### config.mk
export PLATFORM = sky130hd
export DESIGN_NAME = iter_div_eu
export DESIGN_NICKNAME = d
export VERILOG_FILES = /design/src/rtl/iter_div_eu.sv
export SDC_FILE = /design/constraint.sdc
export NUM_CORES = 1
export LEC_CHECK = 0
export CORE_ASPECT_RATIO = 1.5
export CORE_MARGIN = 5
export CORE_UTILIZATION = 55
export DETAILED_ROUTE_END_ITERATION = 8
export PLACE_DENSITY = 0.8
export SETUP_SLACK_MARGIN = 0.1
export SYNTH_ARGS = -nofsm -noshare
export SYNTH_HDL_FRONTEND = slang
export SYNTH_SLANG_ARGS = --single-unit
### constraint.sdc
create_clock -name clk_i -period 15.75 [get_ports clk_i]
set_clock_uncertainty 0.2 [all_clocks]
set_input_delay 1.575 -clock clk_i [delete_from_list [all_inputs] [get_ports clk_i]]
set_output_delay 1.575 -clock clk_i [all_outputs]
set_load 0.01 [all_outputs]
### src/rtl/iter_div_eu.sv
// Iterative radix-2 restoring divider EU for RV64M DIV/REM and W variants.
// Optional macro ITER_DIV_EARLY_OUT_EN: finish in one cycle when |dividend| < |divisor|.
module iter_div_eu #(
  parameter int unsigned XLEN       = 64,
  parameter int unsigned EU_CTL_LEN = 4,
  parameter int unsigned EXCEPT_LEN = 2,
  parameter int unsigned RS_IDX_LEN = 3
) (
  input  logic                  clk_i,
  input  logic                  rst_n_i,
  input  logic                  flush_i,
  input  logic                  issue_valid_i,
  output logic                  issue_ready_o,
  input  logic [EU_CTL_LEN-1:0] ctl_i,
  input  logic [XLEN-1:0]       rs1_i,
  input  logic [XLEN-1:0]       rs2_i,
  input  logic [RS_IDX_LEN-1:0] entry_idx_i,
  output logic                  result_valid_o,
  input  logic                  result_ready_i,
  output logic [RS_IDX_LEN-1:0] entry_idx_o,
  output logic [XLEN-1:0]       result_o,
  output logic                  except_raised_o,
  output logic [EXCEPT_LEN-1:0] except_code_o
);

  localparam int unsigned WLEN  = 32;
  localparam int unsigned CNT_W = $clog2(XLEN);
  localparam logic [XLEN-1:0] XMin = {1'b1, {(XLEN-1){1'b0}}};
  localparam logic [XLEN-1:0] WMin = {{(XLEN-WLEN+1){1'b1}}, {(WLEN-1){1'b0}}};

  typedef enum logic [1:0] {StIdle, StCalc, StDone} state_e;

  state_e                r_state;
  logic [CNT_W-1:0]      r_cnt;
  logic [2*XLEN-1:0]     r_acc;      // {partial remainder, dividend/quotient}
  logic [XLEN-1:0]       r_divisor;
  logic                  r_is_rem;
  logic                  r_is_w;
  logic                  r_neg_q;
  logic                  r_neg_r;
  logic [RS_IDX_LEN-1:0] r_idx;
  logic                  r_exc;
  logic [EXCEPT_LEN-1:0] r_code;
  logic                  r_issue_ready;
  logic                  r_result_valid;

  // Operation decode on the issue inputs
  logic            w_legal, w_is_w, w_is_rem, w_signed;
  logic [XLEN-1:0] w_a_ext, w_b_ext, w_a_abs, w_b_abs;
  logic            w_a_neg, w_b_neg, w_div0, w_ovf;
  logic [2*XLEN-1:0] w_acc_init;

  always_comb begin
    w_legal  = (ctl_i[EU_CTL_LEN-1:3] == '0);
    w_is_w   = ctl_i[2];
    w_is_rem = ctl_i[1];
    w_signed = ~ctl_i[0];
    if (w_is_w) begin
      w_a_ext = {{(XLEN-WLEN){w_signed & rs1_i[WLEN-1]}}, rs1_i[WLEN-1:0]};
      w_b_ext = {{(XLEN-WLEN){w_signed & rs2_i[WLEN-1]}}, rs2_i[WLEN-1:0]};
    end else begin
      w_a_ext = rs1_i;
      w_b_ext = rs2_i;
    end
    w_a_neg = w_signed & w_a_ext[XLEN-1];
    w_b_neg = w_signed & w_b_ext[XLEN-1];
    w_a_abs = w_a_neg ? (~w_a_ext + 1'b1) : w_a_ext;
    w_b_abs = w_b_neg ? (~w_b_ext + 1'b1) : w_b_ext;
    w_div0  = (w_b_ext == '0);
    w_ovf   = w_signed & (w_b_ext == '1) & (w_a_ext == (w_is_w ? WMin : XMin));
    // W ops run 32 steps, so the dividend starts in the top 32 bits of the low half
    if (w_is_w) begin
      w_acc_init = {{XLEN{1'b0}}, w_a_abs[WLEN-1:0], {(XLEN-WLEN){1'b0}}};
    end else begin
      w_acc_init = {{XLEN{1'b0}}, w_a_abs};
    end
  end

  // One restoring step: shift left, trial-subtract, set quotient bit
  logic [XLEN:0]     w_hi;
  logic [XLEN-1:0]   w_diff;
  logic              w_ge;
  logic [2*XLEN-1:0] w_acc_step;

  always_comb begin
    w_hi       = r_acc[2*XLEN-1:XLEN-1];
    w_ge       = (w_hi >= {1'b0, r_divisor});
    w_diff     = w_hi[XLEN-1:0] - r_divisor;
    w_acc_step = {(w_ge ? w_diff : w_hi[XLEN-1:0]), r_acc[XLEN-2:0], w_ge};
  end

  // Result select, sign correction and W sign-extension
  logic [XLEN-1:0] w_mag, w_fix, w_res;
  logic            w_neg;

  always_comb begin
    w_mag = r_is_rem ? r_acc[2*XLEN-1:XLEN] : r_acc[XLEN-1:0];
    w_neg = r_is_rem ? r_neg_r : r_neg_q;
    w_fix = w_neg ? (~w_mag + 1'b1) : w_mag;
    if (r_is_w) begin
      w_res = {{(XLEN-WLEN){w_fix[WLEN-1]}}, w_fix[WLEN-1:0]};
    end else begin
      w_res = w_fix;
    end
  end

  always_ff @(posedge clk_i or negedge rst_n_i) begin
    if (!rst_n_i) begin
      r_state        <= StIdle;
      r_cnt          <= '0;
      r_acc          <= '0;
      r_divisor      <= '0;
      r_is_rem       <= 1'b0;
      r_is_w         <= 1'b0;
      r_neg_q        <= 1'b0;
      r_neg_r        <= 1'b0;
      r_idx          <= '0;
      r_exc          <= 1'b0;
      r_code         <= '0;
      r_issue_ready  <= 1'b1;
      r_result_valid <= 1'b0;
    end else if (flush_i) begin
      r_state        <= StIdle;
      r_issue_ready  <= 1'b1;
      r_result_valid <= 1'b0;
    end else begin
      unique case (r_state)
        StIdle: begin
          if (issue_valid_i) begin
            r_is_rem      <= w_is_rem;
            r_is_w        <= w_is_w;
            r_idx         <= entry_idx_i;
            r_divisor     <= w_b_abs;
            r_exc         <= 1'b0;
            r_code        <= '0;
            r_neg_q       <= 1'b0;
            r_neg_r       <= 1'b0;
            r_issue_ready <= 1'b0;
            if (!w_legal) begin
              r_acc          <= '0;
              r_exc          <= 1'b1;
              r_code         <= EXCEPT_LEN'(2);
              r_state        <= StDone;
              r_result_valid <= 1'b1;
            end else if (w_div0) begin
              r_acc          <= {w_a_ext, {XLEN{1'b1}}};
              r_state        <= StDone;
              r_result_valid <= 1'b1;
            end else if (w_ovf) begin
              r_acc          <= {{XLEN{1'b0}}, w_a_ext};
              r_state        <= StDone;
              r_result_valid <= 1'b1;
`ifdef ITER_DIV_EARLY_OUT_EN
            end else if (w_a_abs < w_b_abs) begin
              r_acc          <= {w_a_ext, {XLEN{1'b0}}};
              r_state        <= StDone;
              r_result_valid <= 1'b1;
`endif
            end else begin
              r_acc   <= w_acc_init;
              r_neg_q <= w_a_neg ^ w_b_neg;
              r_neg_r <= w_a_neg;
              r_cnt   <= w_is_w ? CNT_W'(WLEN-1) : CNT_W'(XLEN-1);
              r_state <= StCalc;
            end
          end
        end
        StCalc: begin
          r_acc <= w_acc_step;
          if (r_cnt == '0) begin
            r_state        <= StDone;
            r_result_valid <= 1'b1;
          end else begin
            r_cnt <= r_cnt - 1'b1;
          end
        end
        StDone: begin
          if (result_ready_i) begin
            r_state        <= StIdle;
            r_result_valid <= 1'b0;
            r_issue_ready  <= 1'b1;
          end
        end
        default: begin
          r_state        <= StIdle;
          r_issue_ready  <= 1'b1;
          r_result_valid <= 1'b0;
        end
      endcase
    end
  end

  assign issue_ready_o   = r_issue_ready;
  assign result_valid_o  = r_result_valid;
  assign entry_idx_o     = r_result_valid ? r_idx : '0;
  assign result_o        = r_result_valid ? w_res : '0;
  assign except_raised_o = r_result_valid & r_exc;
  assign except_code_o   = r_result_valid ? r_code : '0;

endmodule

==> impl_metrics.tcl <==
set metrics [dict create \
    status "finished with violations" \
    violations "capacitance limit, slew limit" \
    start_kind "register" \
    worst_slack_ns 8.27 \
    dieArea_um2 43000 \
    first_global_vias 23571 \
    drt-total-wl_mm 100 \
    dpl.hpwl_mm 74.8 \
    path_cells "mux2i_1 > ha_1 > o221ai_2 > nor4_2 > nor3b_2 > nand2_1 > o41ai_2 > and2b_1 > o21ai_0 > xor2_1 > a21oi_1 > clkdlybuf4s50_1" \
    clk_pin_slew_ns 0.06 \
    clock_sink_count 210 \
    synth_cells 2956 \
    syn_to_final_growth_pct 14.9 \
    fin_setup_tns_ns 0 \
    drcViolationCount 0 \
    yosys-top-cells-area "dfrtp_1 (24%), a21oi_1 (7.9%), o21ai_0 (6.2%)" \
    clk-insertion-delay-late_ns 0.57 \
    hold_buffers 0 \
    ys_types 97 \
    avgRoutedWirePerCell_um 28.3 \
    syn_area_per_cell_um2 7.22 \
    fmax_mhz 134 \
    grt_use_met2_pct 72.7 \
    busiest_layer "met2" \
    ys_seq_area_share_pct 24.6 \
    crit_fanout 88 \
    post_cts_resized 0 \
    hold_viol 0 \
    relSlewSlack_pct -3.69 \
    grt_overflow 0 \
    grt_usage_pct 45.2 \
    setup_viol 0 \
    synth_edf_count 0 \
    async_flop_share_pct 100 \
    drive_gt1_share_pct 4.39 \
    drt-initial-drc-count 3219 \
    crit_slowest_cell "dfrtp_4" \
    syn_area_um2 21400 \
    synth_top_flop_cell "dfrtp_1" \
    post-place-ws_ns 8.97 \
    layout_commonest_cell "nand2_1" \
    rsz0062_at_grt "false" \
    grt_pass1_wl_mm 147 \
    core_um2 38400 \
    cts_root_buf "clkbuf_16" \
    synth_top_area_share_pct 24.5 \
    p_per_area_nw_per_um2 166 \
    ios 212 \
    fin_util_pct 63.9 \
    final_cell_mix "nand2_1 (343), a21oi_1 (336), o21ai_0 (264)" \
    yosys_warnings 0 \
    slew_viol_final 5 \
    critPathKind "register to output port" \
    peakVddDrop_v 0.000148 \
    antenna_found_initial 6 \
    period_needed_ns 7.48 \
    dieHeight_um 251 \
    required_ns 13.98 \
    synth_nets 3167 \
    synth_seq_cells 210 \
    cap_violations 2 \
    firstDrtPassIters 8 \
    die_w_um 171 \
    hp-class "register to register" \
    ctsLongestPathBuffers 3 \
    worstMarginPinSlew_ns 1.54 \
    use_met3_pct 9.20 \
    tritoncts "done" \
    antenna_left 0 \
    vias 24788 \
    initial_core_util_pct 55.6 \
    port_buffers 210 \
    numCtsBuffers 24 \
    routed_via_density 6.99 \
    leakage_nw 9.84 \
    routabilityCongestion 1.10 \
    crit_path_max_incr_delay_ns 1.10 \
    p_total_mw 4.06 \
    fp-row-count 88 \
    finalCritPeriodShare_pct 47.5 \
    ctsHtreeMaxLevel 1 \
    yosysTopAreaCell "dfrtp_1" \
    layout.nets 3244 \
    grt_max_degree 105 \
    endpoint_kind "output port" \
    cp.arrival_ns 5.70 \
    use_met1_pct 49.9 \
    cts_setup_buffers 0 \
]
-- final cells by class --
class                   count  area (um^2)
flip-flops and latches    210         5260
inverters                 123          462
clock inverters            12          204
well taps                 495          619
fillers                  3475        13900
diodes                      4         10.0
multi-input cells        2427        14900
clock buffers              30          663
repair buffers            247         2380
-- metrics by stage --
step / hold slack (ns) / cell area (um^2) / instances
after floorplan: 0.238 / 21400 / 2956
after global placement: 0.252 / 23700 / 3502
after detailed placement: 0.260 / 23700 / 3502
after CTS: 0.275 / 24500 / 3544
after global routing: 0.294 / 24500 / 3548
final: 0.275 / 24500 / 3548
-- critical path: cells and delay by family, from the launching register on --
family,cells,cell delay [ns]
AO/OA/AOI/OAI,4,0.97
AND/OR/NAND/NOR,4,1.70
adder cells (fa/ha/maj),1,0.25
flip-flops,1,1.10
XOR/XNOR,1,0.18
buffers and inverters,1,0.57
multiplexers,1,0.33
-- cells by family (layout without fill, tap and decap cells) --
family / count (synthesis) / in the layout / share of synthesized area, %
flip-flops: 210 / 210 / 24.6
AND/OR/NAND/NOR: 1035 / 1035 / 23.3
other: 1 / 5 / 0.0176
AO/OA/AOI/OAI: 1007 / 1007 / 28.6
buffers and inverters: 319 / 412 / 5.86
XOR/XNOR: 226 / 226 / 9.27
adder cells (fa/ha/maj): 71 / 71 / 4.19
multiplexers: 87 / 87 / 4.15
-- final timing paths --
check	startpoint	endpoint	slack [ns]	depth (start not counted)
worst max register to register	r_acc[75]$_DFFE_PN0P_	r_acc[0]$_DFFE_PN0P_	10.64	12
worst min-delay path	r_idx[1]$_DFFE_PN0P_	r_idx[1]$_DFFE_PN0P_	0.28	2
worst min register to register	r_idx[1]$_DFFE_PN0P_	r_idx[1]$_DFFE_PN0P_	0.28	2
min in group asynchronous	rst_n_i	r_divisor[46]$_DFFE_PN0P_	0.85	1
max in group asynchronous	rst_n_i	r_acc[85]$_DFFE_PN0P_	12.26	3
worst max-delay path	r_is_rem$_DFFE_PN0P_	result_o[60]	8.27	12
-- state kept, by name, indices dropped and copies added, names as in the netlist --
register / flops
r_neg_r: 1
r_state: 2
issue_ready_o: 1
r_idx: 3
r_divisor: 64
r_acc: 128
r_is_rem: 1
r_neg_q: 1
r_is_w: 1
result_valid_o: 1
r_code: 1
r_cnt: 6
-- metal layers --
layer  up-vias  share of wire [%]
met3       498                9.5
met2      1682                 46
met4         2                 12
li1      10858                  -
met1     11748                 33
met5         -              0.014
-- cells in the mapped netlist, types with 24 or more instances --
cell	count
xor2_1	95
a31oi_1	52
o21ai_0	264
nor4_1	35
nand3_1	64
inv_1	121
clkbuf_1	156
nand4_1	38
a21oi_1	338
or3_1	26
o31ai_1	39
dfrtp_1	209
nor3_1	105
a21o_1	38
o211ai_1	24
ha_1	70
xnor2_1	131
nor2_1	259
a211oi_1	25
mux2i_1	76
nand2_1	345
-- power by group --
group / switching (mW) / total [mW] / internal, mW / leakage (nW)
clock network: 0.256 / 0.636 / 0.380 / 0.428
logic: 1.60 / 2.53 / 0.930 / 6.81
registers: 0.214 / 0.894 / 0.680 / 2.61
total: 2.07 / 4.06 / 1.99 / 9.84
Note: power is estimated with default switching activity, not from simulation.
